<file path="src/rtl/run8_pkg.sv">
// run8_pkg: shared definitions for the running-light key controller.
//   - MODE_W and the mode constants MODE_OFF..MODE_ALLON
//   - the seed LED pattern loaded when each mode is entered
//   - the debounce FSM state encoding
//   - the ping-pong direction encoding
package run8_pkg;

    localparam int MODE_W = 4;

    localparam logic [MODE_W-1:0] MODE_OFF      = 4'd0;
    localparam logic [MODE_W-1:0] MODE_ROT_L    = 4'd1;
    localparam logic [MODE_W-1:0] MODE_ROT_R    = 4'd2;
    localparam logic [MODE_W-1:0] MODE_PINGPONG = 4'd3;
    localparam logic [MODE_W-1:0] MODE_ROT2_L   = 4'd4;
    localparam logic [MODE_W-1:0] MODE_FILL_L   = 4'd5;
    localparam logic [MODE_W-1:0] MODE_FILL_R   = 4'd6;
    localparam logic [MODE_W-1:0] MODE_CONVERGE = 4'd7;
    localparam logic [MODE_W-1:0] MODE_ALT      = 4'd8;
    localparam logic [MODE_W-1:0] MODE_BLINK    = 4'd9;
    localparam logic [MODE_W-1:0] MODE_CNT_UP   = 4'd10;
    localparam logic [MODE_W-1:0] MODE_CNT_DN   = 4'd11;
    localparam logic [MODE_W-1:0] MODE_DARK_ROT = 4'd12;
    localparam logic [MODE_W-1:0] MODE_ALLON    = 4'd13;

    localparam logic [7:0] SEED_OFF      = 8'h00;
    localparam logic [7:0] SEED_ROT_L    = 8'h01;
    localparam logic [7:0] SEED_ROT_R    = 8'h80;
    localparam logic [7:0] SEED_PINGPONG = 8'h01;
    localparam logic [7:0] SEED_ROT2_L   = 8'h03;
    localparam logic [7:0] SEED_FILL_L   = 8'h01;
    localparam logic [7:0] SEED_FILL_R   = 8'h80;
    localparam logic [7:0] SEED_CONVERGE = 8'h81;
    localparam logic [7:0] SEED_ALT      = 8'h55;
    localparam logic [7:0] SEED_BLINK    = 8'hFF;
    localparam logic [7:0] SEED_CNT_UP   = 8'h00;
    localparam logic [7:0] SEED_CNT_DN   = 8'hFF;
    localparam logic [7:0] SEED_DARK_ROT = 8'hFE;
    localparam logic [7:0] SEED_ALLON    = 8'hFF;

    typedef enum logic [1:0] {
        DB_IDLE       = 2'd0,
        DB_PRESS_WAIT = 2'd1,
        DB_PRESSED    = 2'd2,
        DB_REL_WAIT   = 2'd3
    } db_state_t;

    // For the converge pattern "left" means moving inward (81 -> 18).
    localparam logic DIR_LEFT  = 1'b0;
    localparam logic DIR_RIGHT = 1'b1;

    function automatic logic [7:0] rotl8(input logic [7:0] v);
        return {v[6:0], v[7]};
    endfunction

    function automatic logic [7:0] rotr8(input logic [7:0] v);
        return {v[0], v[7:1]};
    endfunction

endpackage

</file>
<file path="src/rtl/run8_pattern.sv">
// run8_pattern: combinational LED pattern generator.
//   seed_mode_i  in  4  mode whose seed pattern is wanted
//   seed_o       out 8  seed pattern for seed_mode_i
//   mode_i       in  4  mode currently running
//   led_i        in  8  current LED pattern
//   dir_i        in  1  current ping-pong / converge direction
//   led_nxt_o    out 8  pattern after one step
//   dir_nxt_o    out 1  direction after one step
// Modes outside 0..13 produce an all-off pattern.
module run8_pattern
    import run8_pkg::*;
(
    input  logic [MODE_W-1:0] seed_mode_i,
    output logic [7:0]        seed_o,
    input  logic [MODE_W-1:0] mode_i,
    input  logic [7:0]        led_i,
    input  logic              dir_i,
    output logic [7:0]        led_nxt_o,
    output logic              dir_nxt_o
);

    always_comb begin
        seed_o = 8'h00;
        case (seed_mode_i)
            MODE_OFF:      seed_o = SEED_OFF;
            MODE_ROT_L:    seed_o = SEED_ROT_L;
            MODE_ROT_R:    seed_o = SEED_ROT_R;
            MODE_PINGPONG: seed_o = SEED_PINGPONG;
            MODE_ROT2_L:   seed_o = SEED_ROT2_L;
            MODE_FILL_L:   seed_o = SEED_FILL_L;
            MODE_FILL_R:   seed_o = SEED_FILL_R;
            MODE_CONVERGE: seed_o = SEED_CONVERGE;
            MODE_ALT:      seed_o = SEED_ALT;
            MODE_BLINK:    seed_o = SEED_BLINK;
            MODE_CNT_UP:   seed_o = SEED_CNT_UP;
            MODE_CNT_DN:   seed_o = SEED_CNT_DN;
            MODE_DARK_ROT: seed_o = SEED_DARK_ROT;
            MODE_ALLON:    seed_o = SEED_ALLON;
            default:       seed_o = 8'h00;
        endcase
    end

    always_comb begin
        led_nxt_o = led_i;
        dir_nxt_o = dir_i;
        case (mode_i)
            MODE_OFF, MODE_ALLON: led_nxt_o = led_i;
            MODE_ROT_L, MODE_ROT2_L, MODE_DARK_ROT: led_nxt_o = rotl8(led_i);
            MODE_ROT_R: led_nxt_o = rotr8(led_i);
            MODE_PINGPONG: begin
                // Turn around at either end so no end value is shown twice.
                if (dir_i == DIR_LEFT) begin
                    if (led_i == 8'h80) begin
                        led_nxt_o = 8'h40;
                        dir_nxt_o = DIR_RIGHT;
                    end else begin
                        led_nxt_o = {led_i[6:0], 1'b0};
                    end
                end else begin
                    if (led_i == 8'h01) begin
                        led_nxt_o = 8'h02;
                        dir_nxt_o = DIR_LEFT;
                    end else begin
                        led_nxt_o = {1'b0, led_i[7:1]};
                    end
                end
            end
            MODE_FILL_L: led_nxt_o = (led_i == 8'hFF) ? 8'h00 : {led_i[6:0], 1'b1};
            MODE_FILL_R: led_nxt_o = (led_i == 8'hFF) ? 8'h00 : {1'b1, led_i[7:1]};
            MODE_CONVERGE: begin
                if (dir_i == DIR_LEFT) begin
                    case (led_i)
                        8'h81:   led_nxt_o = 8'h42;
                        8'h42:   led_nxt_o = 8'h24;
                        8'h24:   led_nxt_o = 8'h18;
                        8'h18: begin
                            led_nxt_o = 8'h24;
                            dir_nxt_o = DIR_RIGHT;
                        end
                        default: led_nxt_o = 8'h81;
                    endcase
                end else begin
                    case (led_i)
                        8'h18:   led_nxt_o = 8'h24;
                        8'h24:   led_nxt_o = 8'h42;
                        8'h42:   led_nxt_o = 8'h81;
                        8'h81: begin
                            led_nxt_o = 8'h42;
                            dir_nxt_o = DIR_LEFT;
                        end
                        default: begin
                            led_nxt_o = 8'h81;
                            dir_nxt_o = DIR_LEFT;
                        end
                    endcase
                end
            end
            MODE_ALT, MODE_BLINK: led_nxt_o = ~led_i;
            MODE_CNT_UP: led_nxt_o = led_i + 8'd1;
            MODE_CNT_DN: led_nxt_o = led_i - 8'd1;
            default: led_nxt_o = 8'h00;
        endcase
    end

endmodule

</file>
<file path="src/rtl/run8_key_ctrl.sv">
// run8_key_ctrl: pushbutton debounce, mode stepping and running-light
// generation for the 2-digit display driver.
//   clk        in   1  system clock
//   rst        in   1  synchronous reset, active-high
//   key_n      in   1  raw pushbutton, active-low, asynchronous
//   mode       out  4  current mode (display data_in)
//   led        out  8  running-light pattern, 1 = LED on
//   key_pulse  out  1  one-cycle strobe per accepted press
// Build option: define RUN8_AUTOREPEAT_EN to emit a repeat key_pulse every
// REPEAT_CYC cycles while the key stays pressed.
//
// Strobe semantics: key_pulse is high for exactly one cycle; mode and led
// take their new values at the clock edge that ends that cycle. The debounce
// state is kept in state_q for observation.
module run8_key_ctrl
    import run8_pkg::*;
#(
    parameter int DEBOUNCE_CYC = 1_000_000,
    parameter int STEP_CYC     = 10_000_000,
    parameter int MODE_MAX     = 13
`ifdef RUN8_AUTOREPEAT_EN
    ,
    parameter int REPEAT_CYC   = 25_000_000
`endif
) (
    input  logic              clk,
    input  logic              rst,
    input  logic              key_n,
    output logic [MODE_W-1:0] mode,
    output logic [7:0]        led,
    output logic              key_pulse
);

    localparam int DB_W   = $clog2(DEBOUNCE_CYC + 1);
    localparam int STEP_W = $clog2(STEP_CYC + 1);
    localparam logic [DB_W-1:0]   DB_LAST   = DB_W'(DEBOUNCE_CYC - 1);
    localparam logic [STEP_W-1:0] STEP_LAST = STEP_W'(STEP_CYC - 1);
    localparam logic [MODE_W-1:0] MODE_LAST = MODE_W'(MODE_MAX);

    logic              sync1_q, sync2_q;
    db_state_t         state_q;
    logic [DB_W-1:0]   db_cnt_q;
    logic [STEP_W-1:0] step_cnt_q;
    logic [MODE_W-1:0] mode_q, mode_d;
    logic [7:0]        led_q;
    logic              dir_q;
    logic              db_pulse, rep_pulse, tick;
    logic [7:0]        seed, led_nxt;
    logic              dir_nxt;

    // Two-flop synchronizer; resets to the released level.
    always_ff @(posedge clk) begin
        if (rst) begin
            sync1_q <= 1'b1;
            sync2_q <= 1'b1;
        end else begin
            sync1_q <= key_n;
            sync2_q <= sync1_q;
        end
    end

    // Debounce FSM on the synchronized level (1 = released).
    // The counter is cleared on every state change.
    always_ff @(posedge clk) begin
        if (rst) begin
            state_q  <= DB_IDLE;
            db_cnt_q <= '0;
        end else begin
            case (state_q)
                DB_IDLE: begin
                    if (!sync2_q) begin
                        state_q  <= DB_PRESS_WAIT;
                        db_cnt_q <= '0;
                    end
                end
                DB_PRESS_WAIT: begin
                    if (sync2_q) begin
                        state_q  <= DB_IDLE;
                        db_cnt_q <= '0;
                    end else if (db_cnt_q == DB_LAST) begin
                        state_q  <= DB_PRESSED;
                        db_cnt_q <= '0;
                    end else begin
                        db_cnt_q <= db_cnt_q + DB_W'(1);
                    end
                end
                DB_PRESSED: begin
                    if (sync2_q) begin
                        state_q  <= DB_REL_WAIT;
                        db_cnt_q <= '0;
                    end
                end
                DB_REL_WAIT: begin
                    if (!sync2_q) begin
                        state_q  <= DB_PRESSED;
                        db_cnt_q <= '0;
                    end else if (db_cnt_q == DB_LAST) begin
                        state_q  <= DB_IDLE;
                        db_cnt_q <= '0;
                    end else begin
                        db_cnt_q <= db_cnt_q + DB_W'(1);
                    end
                end
                default: begin
                    state_q  <= DB_IDLE;
                    db_cnt_q <= '0;
                end
            endcase
        end
    end

    // The accepting cycle is the one that moves PRESS_WAIT to PRESSED.
    assign db_pulse = (state_q == DB_PRESS_WAIT) && !sync2_q && (db_cnt_q == DB_LAST);

`ifdef RUN8_AUTOREPEAT_EN
    localparam int REP_W = $clog2(REPEAT_CYC + 1);
    localparam logic [REP_W-1:0] REP_LAST = REP_W'(REPEAT_CYC - 1);
    logic [REP_W-1:0] rep_cnt_q;

    // Held at zero outside PRESSED, so every entry to PRESSED starts fresh.
    always_ff @(posedge clk) begin
        if (rst || state_q != DB_PRESSED || rep_cnt_q == REP_LAST) begin
            rep_cnt_q <= '0;
        end else begin
            rep_cnt_q <= rep_cnt_q + REP_W'(1);
        end
    end

    assign rep_pulse = (state_q == DB_PRESSED) && (rep_cnt_q == REP_LAST);
`else
    assign rep_pulse = 1'b0;
`endif

    // A press arriving while reset is asserted is discarded.
    assign key_pulse = (db_pulse | rep_pulse) & ~rst;
    assign tick      = (step_cnt_q == STEP_LAST);
    assign mode_d    = (mode_q == MODE_LAST) ? '0 : mode_q + MODE_W'(1);

    run8_pattern u_pattern (
        .seed_mode_i (mode_d),
        .seed_o      (seed),
        .mode_i      (mode_q),
        .led_i       (led_q),
        .dir_i       (dir_q),
        .led_nxt_o   (led_nxt),
        .dir_nxt_o   (dir_nxt)
    );

    // A key press takes priority over a coincident step tick.
    always_ff @(posedge clk) begin
        if (rst) begin
            mode_q     <= '0;
            led_q      <= 8'h00;
            dir_q      <= DIR_LEFT;
            step_cnt_q <= '0;
        end else if (key_pulse) begin
            mode_q     <= mode_d;
            led_q      <= seed;
            dir_q      <= DIR_LEFT;
            step_cnt_q <= '0;
        end else if (tick) begin
            led_q      <= led_nxt;
            dir_q      <= dir_nxt;
            step_cnt_q <= '0;
        end else begin
            step_cnt_q <= step_cnt_q + STEP_W'(1);
        end
    end

    assign mode = mode_q;
    assign led  = led_q;

endmodule

</file>
<file path="config.mk">
export PLATFORM = sky130hd
export DESIGN_NAME = run8_key_ctrl
export DESIGN_NICKNAME = d
export VERILOG_FILES = /design/src/rtl/run8_pkg.sv /design/src/rtl/run8_pattern.sv /design/src/rtl/run8_key_ctrl.sv
export SDC_FILE = /design/constraint.sdc
export NUM_CORES = 1
export LEC_CHECK = 0
export CAP_MARGIN = 30
export CORE_MARGIN = 2
export CORE_UTILIZATION = 60
export CTS_BUF_LIST = sky130_fd_sc_hd__clkbuf_8 sky130_fd_sc_hd__clkbuf_16
export DETAILED_ROUTE_END_ITERATION = 8
export PLACE_DENSITY_LB_ADDON = 0.08
export SLEW_MARGIN = 20
export SYNTH_ARGS = -nofsm -noshare
export SYNTH_HDL_FRONTEND = slang
export SYNTH_SLANG_ARGS = --single-unit
</file>
<file path="constraint.sdc">
create_clock -name clk -period 3.08 [get_ports clk]
set_input_delay 0.616 -clock clk [delete_from_list [all_inputs] [get_ports clk]]
set_output_delay 0.616 -clock clk [all_outputs]
set_load 0.1 [all_outputs]
</file>
==> metrics list <==
- FF-to-FF End: led[2]
- Worst setup margin: 0.288 ns
- Across every metal layer, demand over resource in global routing totals 28.7%.
- The max-slew violation count is 0.
- Final cycle utilization of the critical path: between 90% and 100%
- Initial Util: between 60 and 70%
* Hold Path Stages: 1
* Hold Vio Cnt, Final: 0
* Maximum number of pins on one net before global-route repair: 40
- Fill cells: 521
- Multiplexer area fraction after synthesis: 0.254%
- The total overflow left after global routing is 0.
- TritonCTS built the clock tree.
- Synthesized net count: 521
- The worst setup path is captured at an output pin.
- In this run the remaining antenna-violating nets after routing total 0.
- CTS H-Tree Depth: 3
- The clock net in this run drives a total of 61 sinks.
- Dividing the detail-routed via count by the number of cells gives approximately 6.7.
- Registers take 0.00122 sq mm.
- Hpwl dp: about 7000 um
- The flow ran to the end, and the final reports show no timing, DRC or antenna violations.
- Number of clock buffers inserted by TritonCTS: 9
- At the worst endpoint, the arrival time is 2.18 ns.
- The mapped netlist covers 0.00394 sq mm.
- Area of combinational cells with multiple inputs: between 0.002 and 0.003 sq mm
- Total via count in the routed design: 3939
- After layout, the design draws a total of 1.54 mW.
* Maximum count of clock buffers along a single path: 2
* Worst-Skew Late Latency: between 0.3 and 0.4 ns
* Reg2Reg Setup Slack: 0.58 ns
* Number of setup violations in the final report: 0
* Measured slew at the worst slew-check pin: around 0.84 ns
- The path with the worst hold slack has its endpoint at sync2_q.
- In this run the critical register-to-register path is launched from db_cnt_q[0].
* Gate count after technology mapping: 511
* Die extent in y: 85.1 um
- For this design the static power due to leakage is 1.44 nW.
* Minimum setup slack after placement: 0.571 ns
- In the final routed layout, each cell accounts on average for 17.1 um.
- Die Footprint: 0.00723 sq mm
* Final Critical Period: 2.79 ns
- 16 I/O pins were placed.
- Number of remaining DRC errors: 0
* Post-synthesis simple-gate area fraction: 32.0%
* Number of synthesis warnings: 0
- Number of buffers inserted to repair setup after CTS: 0
* Gp weighted congestion: 1.01
- CTS Hold Bufs: 0
- Core region area: 0.00635 sq mm
- Area growth syn-to-layout: 7.94%
- Yosys mapped the design onto 62 distinct sky130hd cell types.
* Maximum frequency from static timing analysis: roughly 360 MHz
- In this run the worst path has a maximum fanout of 6.
- Final worst clock skew: between 0.01 and 0.015 ns
- Via count of the first global-routing pass: between 3000 and 4000
- Setup repair after global routing left no endpoint under its margin.
* Pwr/cell area: 361 mW/mm^2
* Initial antenna violation count: 0
- Combinational family with the most area after synthesis: simple AND/OR/NAND/NOR gates
- Async set or reset register ratio after synthesis: 0%
* Wire length of the first global-routing pass: between 15000 and 20000 um
- Walking the worst path, the cells encountered are ha_1 > and2_1 > nand4_1 > nor4_4 > buf_12.
- Number of input and output port buffers inserted: 15
- Xor/xnor cell area share of the yosys netlist: 6.67%
* Diodes inserted: 0
* Share of post-route cells with drive strength above 1: 9.71%
* Post-Synth Adder-Cell Area: roughly 2.2%
- Before antenna repair, the detailed router went through 5 iterations.
- Number of placement rows: 29
- Peak per-stage delay on the critical path: 0.55 ns
- CP Class: register to output pin
* 1st-iter DRT viols: 389
- After clock tree synthesis, the clock-pin slew on the worst setup and hold paths is 0.07 ns.
- Count of cells along the worst register-to-register path: 8
* Maximum capacitance violations: 0
- Headroom to the max-slew limit came out at 43.7%.
* Total of cells resized after clock tree synthesis: 0
- Detailed-route wire length: 10100 um
- Dividing the synthesized area by the synthesized cell count gives 7.71 sq um.
- In the final design database the tool counted 520 nets.
- Most frequent cells in the layout: sky130_fd_sc_hd__nor2_1 (69), sky130_fd_sc_hd__dfxtp_1 (61), sky130_fd_sc_hd__nand2_1 (35)
- In this run, synthesis produced a sequential element count of 61.
* Master of the slowest instance on the critical path: sky130_fd_sc_hd__nor4_4
- From left edge to right edge, the die measures 85.1 um.
- Most used flip-flop cell after synthesis: sky130_fd_sc_hd__dfxtp_1
- The library cell used most frequently in the layout, excluding fill and tap cells, is sky130_fd_sc_hd__nor2_1.
- The synthesized design contains 0 enable-type register cells.
- In this run the most critical hold path is launched from sync1_q.
- Setup TNS: 0 ns
* WP data required: roughly 2.5 ns
- The min-delay analysis places its worst path in the category register to register.
- For this run, the register share of the synthesized area comes to 31.0%.
* Clock root buffer: sky130_fd_sc_hd__clkbuf_8
- Summing the areas of all compound-gate instances in the mapped netlist gives 23.4% of the synthesized area.
- Maximum resistive drop on vdd: 0.000334 V
- Launching element type of the critical path: register
==> flip-flops by register name, indices dropped and copies added, names as in the netlist, named ones only <==
register / cells
step_cnt_q: 24
mode: 4
sync2_q: 1
led: 8
state_q: 1
dir_q: 1
db_cnt_q: 20
sync1_q: 1
==> worst max-delay path by stage <==
| stage | depth (start not counted) | endpoint | startpoint | slack (ns) |
|---|---|---|---|---|
| floorplan | 6 | led[7] | db_cnt_q[0] | 0.18 |
| global placement | 5 | led[2] | rst | 0.61 |
| detailed placement | 4 | step_cnt_q[14] | rst | 0.57 |
| CTS | 5 | key_pulse | db_cnt_q[0] | 0.28 |
| global route | 5 | key_pulse | db_cnt_q[0] | 0.15 |
| finish | 5 | key_pulse | db_cnt_q[0] | 0.29 |
==> final cells by class <==
class | instances | area share [%]
Tap cell | 77 | 2.26
Multi-Input combinational cell | 408 | 60.0
Clock buffer | 9 | 2.91
Clock inverter | 7 | 1.15
Timing Repair Buffer | 22 | 4.29
Inverter | 8 | 0.706
Sequential cell | 61 | 28.7
==> routing by layer <==
metal | wire length (um) | up-vias | track usage, %
li1 | - | 1913 | -
met4 | 165 | 0 | 9.67
met5 | 0 | - | 0
met1 | 4710 | 1813 | 42.3
met2 | 4430 | 192 | 41.8
met3 | 817 | 21 | 5.64
==> per-stage QoR <==
| stage | cell area (sq um) | utilization, % | hold WS, ns | instances |
|---|---|---|---|---|
| after floorplan | 3950 | - | 0.389 | 511 |
| after global placement | 4080 | 64.3 | 0.394 | 576 |
| after detailed placement | 4080 | 64.3 | 0.417 | 576 |
| after CTS | 4250 | 67.0 | 0.443 | 592 |
| after global routing | 4250 | 67.0 | 0.465 | 592 |
| final | 4250 | 67.0 | 0.431 | 592 |
==> synthesized netlist by cell type (7+ instances only) <==
library cell / number / area share, %
sky130_fd_sc_hd__inv_1: 8 / 0.76
sky130_fd_sc_hd__a31oi_1: 8 / 1.3
sky130_fd_sc_hd__o21ai_0: 32 / 4.1
sky130_fd_sc_hd__a41oi_1: 7 / 1.6
sky130_fd_sc_hd__a21oi_1: 31 / 3.9
sky130_fd_sc_hd__clkbuf_1: 28 / 2.7
sky130_fd_sc_hd__and4_1: 7 / 1.6
sky130_fd_sc_hd__xnor2_1: 16 / 3.6
sky130_fd_sc_hd__a311oi_1: 14 / 3.1
sky130_fd_sc_hd__xor2_1: 14 / 3.1
sky130_fd_sc_hd__ha_1: 7 / 2.2
sky130_fd_sc_hd__dfxtp_1: 61 / 31
sky130_fd_sc_hd__nand4_1: 11 / 1.7
sky130_fd_sc_hd__and3_1: 18 / 2.9
sky130_fd_sc_hd__nor3b_1: 9 / 1.7
sky130_fd_sc_hd__nand2_1: 35 / 3.3
sky130_fd_sc_hd__nor3_1: 14 / 1.8
sky130_fd_sc_hd__nor2_1: 69 / 6.6
sky130_fd_sc_hd__nand3_1: 19 / 2.4
==> power by group <==
part | leakage (nW) | internal (mW) | switching [mW] | total [mW]
Combinational | 0.861 | 0.0279 | 0.0672 | 0.0950
Sequential | 0.493 | 0.798 | 0.0112 | 0.809
Clock | 0.0898 | 0.294 | 0.337 | 0.631
Total | 1.44 | 1.12 | 0.415 | 1.54
==> worst max-delay path: cells and delay by family, from the launching register on <==
kind,cells,cell delay [ns]
simple gates,3,0.98
buf+inv,1,0.24
flops,1,0.41
fa+ha+maj,1,0.21
==> cells by family after synthesis <==
logic type      count (synthesis)
flops                          61
buf+inv                        42
compound gates                138
mux                             1
fa+ha+maj                       7
simple gates                  232
xor+xnor                       30
No activity file was read; power rests on OpenSTA's default activity.
